$ cat config.mk
export PLATFORM = sky130hd
export DESIGN_NAME = multicycle_control
export DESIGN_NICKNAME = d
export VERILOG_FILES = /design/src/rtl/multicycle_control.sv
export SDC_FILE = /design/constraint.sdc
export NUM_CORES = 1
export LEC_CHECK = 0
export ABC_CLOCK_PERIOD_IN_PS = 2390
export CAP_MARGIN = 25
export CORE_MARGIN = 2
export CORE_UTILIZATION = 44
export CTS_BUF_LIST = sky130_fd_sc_hd__clkbuf_2
export DETAILED_ROUTE_END_ITERATION = 10
export GPL_ROUTABILITY_DRIVEN = 1
export HOLD_SLACK_MARGIN = 0.05
export PLACE_DENSITY = 0.81
export SLEW_MARGIN = 25
export SYNTH_ARGS = -nofsm -noshare
export SYNTH_HDL_FRONTEND = slang
export SYNTH_SLANG_ARGS = --single-unit
$ cat constraint.sdc
create_clock -name clk -period 2.39 [get_ports clk]
set_clock_uncertainty 0.15 [all_clocks]
set_input_delay 0.717 -clock clk [delete_from_list [all_inputs] [get_ports clk]]
set_output_delay 0.717 -clock clk [all_outputs]
set_load 0.01 [all_outputs]
$ cat src/rtl/multicycle_control.sv
// ---------------------------------------------------------------------------
// multicycle_control
// Main control FSM for a multicycle MIPS-style datapath. It sequences each
// instruction through fetch, decode and per-class execution states. It
// stretches the memory states while the memory handshake is low.
//
// Ports
//   clk           : clock, all state changes on the rising edge
//   rst           : asynchronous active-high reset, returns the FSM to FETCH
//   opcode[5:0]   : instruction bits [31:26], looked at only in DECODE
//   zero          : ALU zero flag; the branch decision itself is formed in the
//                   datapath as pc_write_cond & zero
//   mem_ready     : memory access completes in the cycle it is high
//   pc_write, pc_write_cond, i_or_d, mem_read, mem_write, ir_write,
//   mem_to_reg, reg_dst, reg_write, alu_src_a : datapath strobes / selects
//   alu_src_b[1:0]: 00 reg B, 01 const 4, 10 sext imm, 11 sext imm << 2
//   alu_op[1:0]   : 00 add, 01 subtract, 10 decode funct
//   pc_source[1:0]: 00 ALU result, 01 ALU out register, 10 jump target
//   instr_done    : pulse in the last state of every instruction
//   illegal_op    : pulse in DECODE for an unsupported opcode
// ---------------------------------------------------------------------------
module multicycle_control (
    input  logic       clk,
    input  logic       rst,
    input  logic [5:0] opcode,
    input  logic       zero,
    input  logic       mem_ready,
    output logic       pc_write,
    output logic       pc_write_cond,
    output logic       i_or_d,
    output logic       mem_read,
    output logic       mem_write,
    output logic       ir_write,
    output logic       mem_to_reg,
    output logic       reg_dst,
    output logic       reg_write,
    output logic       alu_src_a,
    output logic [1:0] alu_src_b,
    output logic [1:0] alu_op,
    output logic [1:0] pc_source,
    output logic       instr_done,
    output logic       illegal_op
);

    typedef enum logic [3:0] {
        FETCH     = 4'd0,
        DECODE    = 4'd1,
        MEM_ADDR  = 4'd2,
        MEM_READ  = 4'd3,
        MEM_WB    = 4'd4,
        MEM_WRITE = 4'd5,
        EXECUTE   = 4'd6,
        R_WB      = 4'd7,
        BRANCH    = 4'd8,
        JUMP      = 4'd9
    } state_t;

    typedef enum logic [2:0] {
        CLS_R   = 3'd0,
        CLS_LW  = 3'd1,
        CLS_SW  = 3'd2,
        CLS_BEQ = 3'd3,
        CLS_J   = 3'd4,
        CLS_ILL = 3'd5
    } cls_t;

    localparam logic [5:0] OP_LW   = 6'b100011;
    localparam logic [5:0] OP_SW   = 6'b101011;
    localparam logic [5:0] OP_RTYP = 6'b000000;
    localparam logic [5:0] OP_BEQ  = 6'b000100;
    localparam logic [5:0] OP_J    = 6'b000010;

    state_t state_q, state_d;
    cls_t   cls_q, cls_d;

    // The branch decision uses zero in the datapath, not here.
    logic unused_zero;
    assign unused_zero = zero;

    always_ff @(posedge clk or posedge rst) begin
        if (rst) begin
            state_q <= FETCH;
            cls_q   <= CLS_R;
        end else begin
            state_q <= state_d;
            cls_q   <= cls_d;
        end
    end

    always_comb begin
        state_d       = state_q;
        cls_d         = cls_q;
        pc_write      = 1'b0;
        pc_write_cond = 1'b0;
        i_or_d        = 1'b0;
        mem_read      = 1'b0;
        mem_write     = 1'b0;
        ir_write      = 1'b0;
        mem_to_reg    = 1'b0;
        reg_dst       = 1'b0;
        reg_write     = 1'b0;
        alu_src_a     = 1'b0;
        alu_src_b     = 2'b00;
        alu_op        = 2'b00;
        pc_source     = 2'b00;
        instr_done    = 1'b0;
        illegal_op    = 1'b0;

        case (state_q)
            FETCH: begin
                // PC+4 is computed every cycle; PC and IR are committed only
                // when the instruction word actually arrives.
                mem_read  = 1'b1;
                alu_src_b = 2'b01;
                ir_write  = mem_ready;
                pc_write  = mem_ready;
                if (mem_ready) state_d = DECODE;
            end
            DECODE: begin
                // Speculative branch target PC + (imm << 2).
                alu_src_b = 2'b11;
                case (opcode)
                    OP_LW: begin
                        cls_d   = CLS_LW;
                        state_d = MEM_ADDR;
                    end
                    OP_SW: begin
                        cls_d   = CLS_SW;
                        state_d = MEM_ADDR;
                    end
                    OP_RTYP: begin
                        cls_d   = CLS_R;
                        state_d = EXECUTE;
                    end
                    OP_BEQ: begin
                        cls_d   = CLS_BEQ;
                        state_d = BRANCH;
                    end
                    OP_J: begin
                        cls_d   = CLS_J;
                        state_d = JUMP;
                    end
                    default: begin
                        cls_d      = CLS_ILL;
                        illegal_op = 1'b1;
                        state_d    = FETCH;
                    end
                endcase
            end
            MEM_ADDR: begin
                alu_src_a = 1'b1;
                alu_src_b = 2'b10;
                // The latched class decides here because opcode may have moved on.
                state_d   = (cls_q == CLS_LW) ? MEM_READ : MEM_WRITE;
            end
            MEM_READ: begin
                mem_read = 1'b1;
                i_or_d   = 1'b1;
                if (mem_ready) state_d = MEM_WB;
            end
            MEM_WB: begin
                reg_write  = 1'b1;
                mem_to_reg = 1'b1;
                instr_done = 1'b1;
                state_d    = FETCH;
            end
            MEM_WRITE: begin
                mem_write = 1'b1;
                i_or_d    = 1'b1;
                if (mem_ready) begin
                    instr_done = 1'b1;
                    state_d    = FETCH;
                end
            end
            EXECUTE: begin
                alu_src_a = 1'b1;
                alu_op    = 2'b10;
                state_d   = R_WB;
            end
            R_WB: begin
                reg_write  = 1'b1;
                reg_dst    = 1'b1;
                instr_done = 1'b1;
                state_d    = FETCH;
            end
            BRANCH: begin
                alu_src_a     = 1'b1;
                alu_op        = 2'b01;
                pc_source     = 2'b01;
                pc_write_cond = 1'b1;
                instr_done    = 1'b1;
                state_d       = FETCH;
            end
            JUMP: begin
                pc_write   = 1'b1;
                pc_source  = 2'b10;
                instr_done = 1'b1;
                state_d    = FETCH;
            end
            default: begin
                state_d = FETCH;
            end
        endcase

        // The state register already sits in FETCH while rst is high. Only
        // the side-effecting strobes need masking, so the datapath cannot
        // commit anything during reset.
        if (rst) begin
            pc_write      = 1'b0;
            ir_write      = 1'b0;
            mem_write     = 1'b0;
            reg_write     = 1'b0;
            pc_write_cond = 1'b0;
            instr_done    = 1'b0;
            illegal_op    = 1'b0;
        end
    end

endmodule

Yosys cells after proc, flatten, opt, wreduce, memory -nomap -nowiden
Cells that the tools add are included.
W data, S select, Z words.

word-level totals
  register bits after elaboration = 7
  latch bits = 0
  bits in writable memories = 0
  memory bits (read-only) = 0
  output and inout port bits = 18
  logic and storage cells = 60
  memories kept = 0

cells by class
  add/sub/neg operators = 0
  multiply operators = 0
  divide/modulo/power cells = 0
  $lt $le $gt $ge = 0
  equal/unequal tests = 17
  shifts and indexed selects = 0
  muxes and demuxes = 31
  bitwise logic cells = 0
  reduce and logical (&&, ||, !) cells = 10

operators by type and width
  kind                  count
  $pmux W4 S6           1
  $mux W1               19
  $eq A4 B3 Y1 const B  4
  $pmux W4 S4           1
  $pmux W3 S5           1
  $eq A6 B6 Y1 const B  2
  $mux W4               3
  $eq A4 B2 Y1 const B  2
  $eq A4 B4 Y1 const B  2
  $pmux W2 S2           2
  $reduce_or A2 Y1      4
  $eq A6 B2 Y1 const B  1
  $eq A6 B3 Y1 const B  1
  $logic_not A6 Y1      1
  $ne A2 B2 Y1 const B  3
  $pmux W2 S3           1
  $reduce_or A5 Y1      1
  $eq A4 B1 Y1 const B  1
  $logic_not A4 Y1      1
  $pmux W1 S2           2
  $reduce_or A4 Y1      1
  $eq A3 B1 Y1 const B  1
  $mux W3               1
  $reduce_and A3 Y1     1
  $reduce_or A3 Y1      1

Longest topological paths before layout
  word-level depth = 5
  gate-level depth with buffers = 4
  mapped depth without buffers = 3

Worst setup path before layout
Ideal clock, no wire load.

  path type = input -> output
  start = input opcode[1]
  end = output illegal_op
  data arrival time = 1.353 ns
  slack = 0.170 ns
  cell stages on the path = 3
  path buffers = 0
  path through = and4b_1 a22o_1 nor3_2

on the way
  cells in the longest elaborated chain, start to end = 5

RTL lines
  what                                  RTL line  source
  from (decl)                           25        input logic [5:0] opcode,
  $eq A6 B2 Y1 (tied with other cells)  122       case (opcode)
  $reduce_or A5 Y1 (no source line) *   --
  $mux W1 *                             122
  $mux W1 *                             109       case (state_q)
  $mux W1 *                             208       if (rst) begin
  to (decl)                             42        output logic illegal_op

Mark *: on every way between the ends. The rest lies on a longest branch, timed or not.

Worst setup path after layout
  start = register state_q[3]
  end = output illegal_op

on the way
  cells in the longest elaborated chain, start to end = 3

RTL lines
  what                    RTL line  source
  from (decl)             73        state_t state_q, state_d;
  from (signal assigned)  85        state_q <= state_d;
  $eq A4 B1 Y1            109
  $mux W1                 109
  $mux W1                 208

Every way passes these cells.

==> results.md <==
- Worst Setup SP: state_q[3]
- Post-layout util: 0.836
- Syn Area/Cell: 7.85 sq um
- Clock Tree Root: clkbuf_2
- 1st-iter DRT viols: 24
- Tmin final: 2.44 ns
- End of the critical path: illegal_op
- Site Rows: 14
- Routed length per instance: between 10 and 15 microns
- Ranking of synthesized cells by area: dfrtp_1 (25%), nand2b_1 (6.1%), nor2_1 (5.3%)
- Initial antenna violation count: 0
- Failing checks: negative setup slack
- # H-tree levels: 1
- DP Wirelength: 1910 microns
- Dpl cells: 161
- Worst r2r src: state_q[2]
- Chip width: 44.3 microns
- Worst Path Buf+Inv: 2
- DR DRC count: 0
- Crit path max fanout: 3
- Hold_ws: 0.350 ns
- CP peak stage delay: 0.51 ns
- CTS Buffer Depth: 2
- Synth cell types: 38
- Most common cell in the synthesized netlist: nor2_1
- Largest net degree at the start of global routing: 12
- DR pass1 iterations: 4
- Die area: 1960 sq um
- Mapped Cells: 91
- GP Congestion: between 0.8 and 0.9
- Layout cells sized above 1: 0.532
- Area share of the largest cell type after synthesis: 0.245
- RSZ-0062 raised after global routing: true
- # hold bufs at CTS: 0
- Worst-Margin Slew: 0.396 ns
- Critical path capture point type: output pin
- CTS tree: done
- GRT Residual Overflow: 0
- Yosys reg bits: 7
- First-pass GRT wire length: about 4300 microns
- Syn_nets: 101
- Total Wirelength: approximately 2500 microns
- Period utilization: 1.02
- Power density cells: 325 nW/um^2
- IO Pins: 28
- Register area share after synthesis: 0.245
- # clock sinks: 7
- GR peak layer: met2
- Synth area leader: dfrtp_1
- Total GRT Usage: 0.290
- Vias post-DR: 987
- Post-Syn Area: 714 sq um
- Crit path DAT: between 1.5 and 2 ns
- M1 GR Usage: 0.333
- Post-Layout Cell Count: 174
- Placeable Area: between 1500 and 2000 sq um
- R2R setup slack: 0.60 ns
- GR met2 Demand/Resource: 0.512
- Pins over their slew limit: 0
- Total CTS buffers: 3
- Final #Nets: 169
- Worst vdd ir: between 0.5 and 0.6 mV
- Critical path's slowest cell: or4b_4
- Highest clock rate: 0.410 GHz
- Port Buffers: 26
- Pleak: 0.630 nW
- Clock transition at path regs: approximately 0.07 ns
- Post-route ant nets: 0
- Most used DFF post-synth: dfrtp_1
- EDFF count, synth: 0
- Cell family with most CP delay: simple AND/OR/NAND/NOR gates
- Top cells by count, synth: nor2_1 (10), dfrtp_1 (7), nand2b_1 (7), nand2_1 (6)
- Hold Vio Cnt, Final: 0
- Placement Setup Slack: -0.792 ns
- HP Class: reg -> reg
- Required @ worst endpoint: approximately 1.5 ns
- Final setup fails: 1
- Worst setup path category: reg -> out
- Vias per Instance: 5.67
- Synth async-reset ratio: 1.00
- Die Y: 44.3 microns
- Met3 Resource Use GR: 0.0857
- Ys Warns: 0
- Clock network latency to the later pin of the worst-skew pair: 0.23 ns
- Ant diodes: 0
- Slew HR: 0.733
- R2r endpoint: state_q[2]
- Cell count along the critical path: 4
- Final Worst Setup Slack: -0.0517 ns
- Vias in the first global route: roughly 980
- HP Start: cls_q[1]
- Syn-to-layout area delta: 76.2%
- Maxcap violations: 0
- Crit-path cells: buf_6, or4b_4, nor3_2, buf_2
- Startpoint types: flop
- Reg2Reg Depth: 5
- Starting Density: 0.474
- Outcome: complete, but fails checks
==> through the flow <==
step	power, W	area (sq um)	setup TNS, ns
after CTS	0.000402	1270	-0.117
after detailed placement	0.000314	1210	-5.15
after global routing	0.000438	1260	-0.276
after global placement	0.000309	1210	-4.80
final	0.000409	1260	-0.0517
after floorplan	0.000212	714	0
==> cell families (layout without fill, tap and decap cells) <==
family | count (synthesis) | in the layout | synth area share
AO/OA/AOI/OAI | 21 | 21 | 0.210
XOR/XNOR | 2 | 2 | 0.0245
flip-flops | 7 | 7 | 0.245
buffers and inverters | 10 | 77 | 0.0736
AND/OR/NAND/NOR | 51 | 51 | 0.447
==> worst min-delay path by stage <==
stage	slack, ns	depth (start not counted)	endpoint
global route	0.38	2	cls_q[1]
detailed placement	0.33	2	cls_q[1]
CTS	0.35	2	cls_q[1]
floorplan	0.31	2	cls_q[1]
finish	0.35	2	cls_q[1]
global placement	0.33	2	cls_q[1]
==> sequential cells by signal, indices dropped and copies added (netlist names) <==
register / flops
state_q: 4
cls_q: 3
==> cells in the final DEF, fill, tap and decap left out, types with 3 or more instances in the layout <==
cell type | netlist | routed
buf_4 | 1 | 38
clkbuf_2 | 0 | 13
buf_2 | 3 | 13
nor2_1 | 10 | 10
nand2b_1 | 7 | 7
nand2_1 | 6 | 6
dfrtp_1 | 7 | 5
inv_1 | 5 | 4
a21oi_1 | 4 | 4
nor3b_1 | 5 | 4
dlygate4sd2_1 | 0 | 4
buf_6 | 1 | 3
==> worst register-to-register path, cell delays in order (launching register included) <==
cell,delay (ns)
dfrtp_1,0.40
buf_6,0.14
buf_8,0.14
nor4b_4,0.44
nand3_1,0.14
a311oi_1,0.28
==> per-layer routing <==
layer | vias to the layer above | part of all wire
li1 | 472 | -
met1 | 453 | 0.40
met2 | 55 | 0.51
met3 | 7 | 0.069
met4 | 0 | 0.021
met5 | - | 0
==> layout make-up <==
type,instances,area [sq um]
repair buffers,68,479
flip-flops and latches,7,178
multi-input cells,74,543
fillers,96,248
clock buffers,4,20.0
well taps,16,20.0
inverters,5,18.8
==> what timing repair did <==
action | in CTS | in global routing
setup buffers | 5 | 4
gates resized for setup | 77 | 28
setup endpoints to repair | 18 | 14
pin swaps | 3 | 8
hold endpoints to repair | 0 | 0
==> power by group <==
part	leakage [nW]	total [W]	internal, W	switching (W)
Clock	0.0166	0.0000884	0.0000445	0.0000440
Combinational	0.529	0.000188	0.000101	0.0000874
Sequential	0.0836	0.000132	0.000126	0.00000601
Total	0.630	0.000409	0.000272	0.000137
No activity file was read; power rests on OpenSTA's default activity.
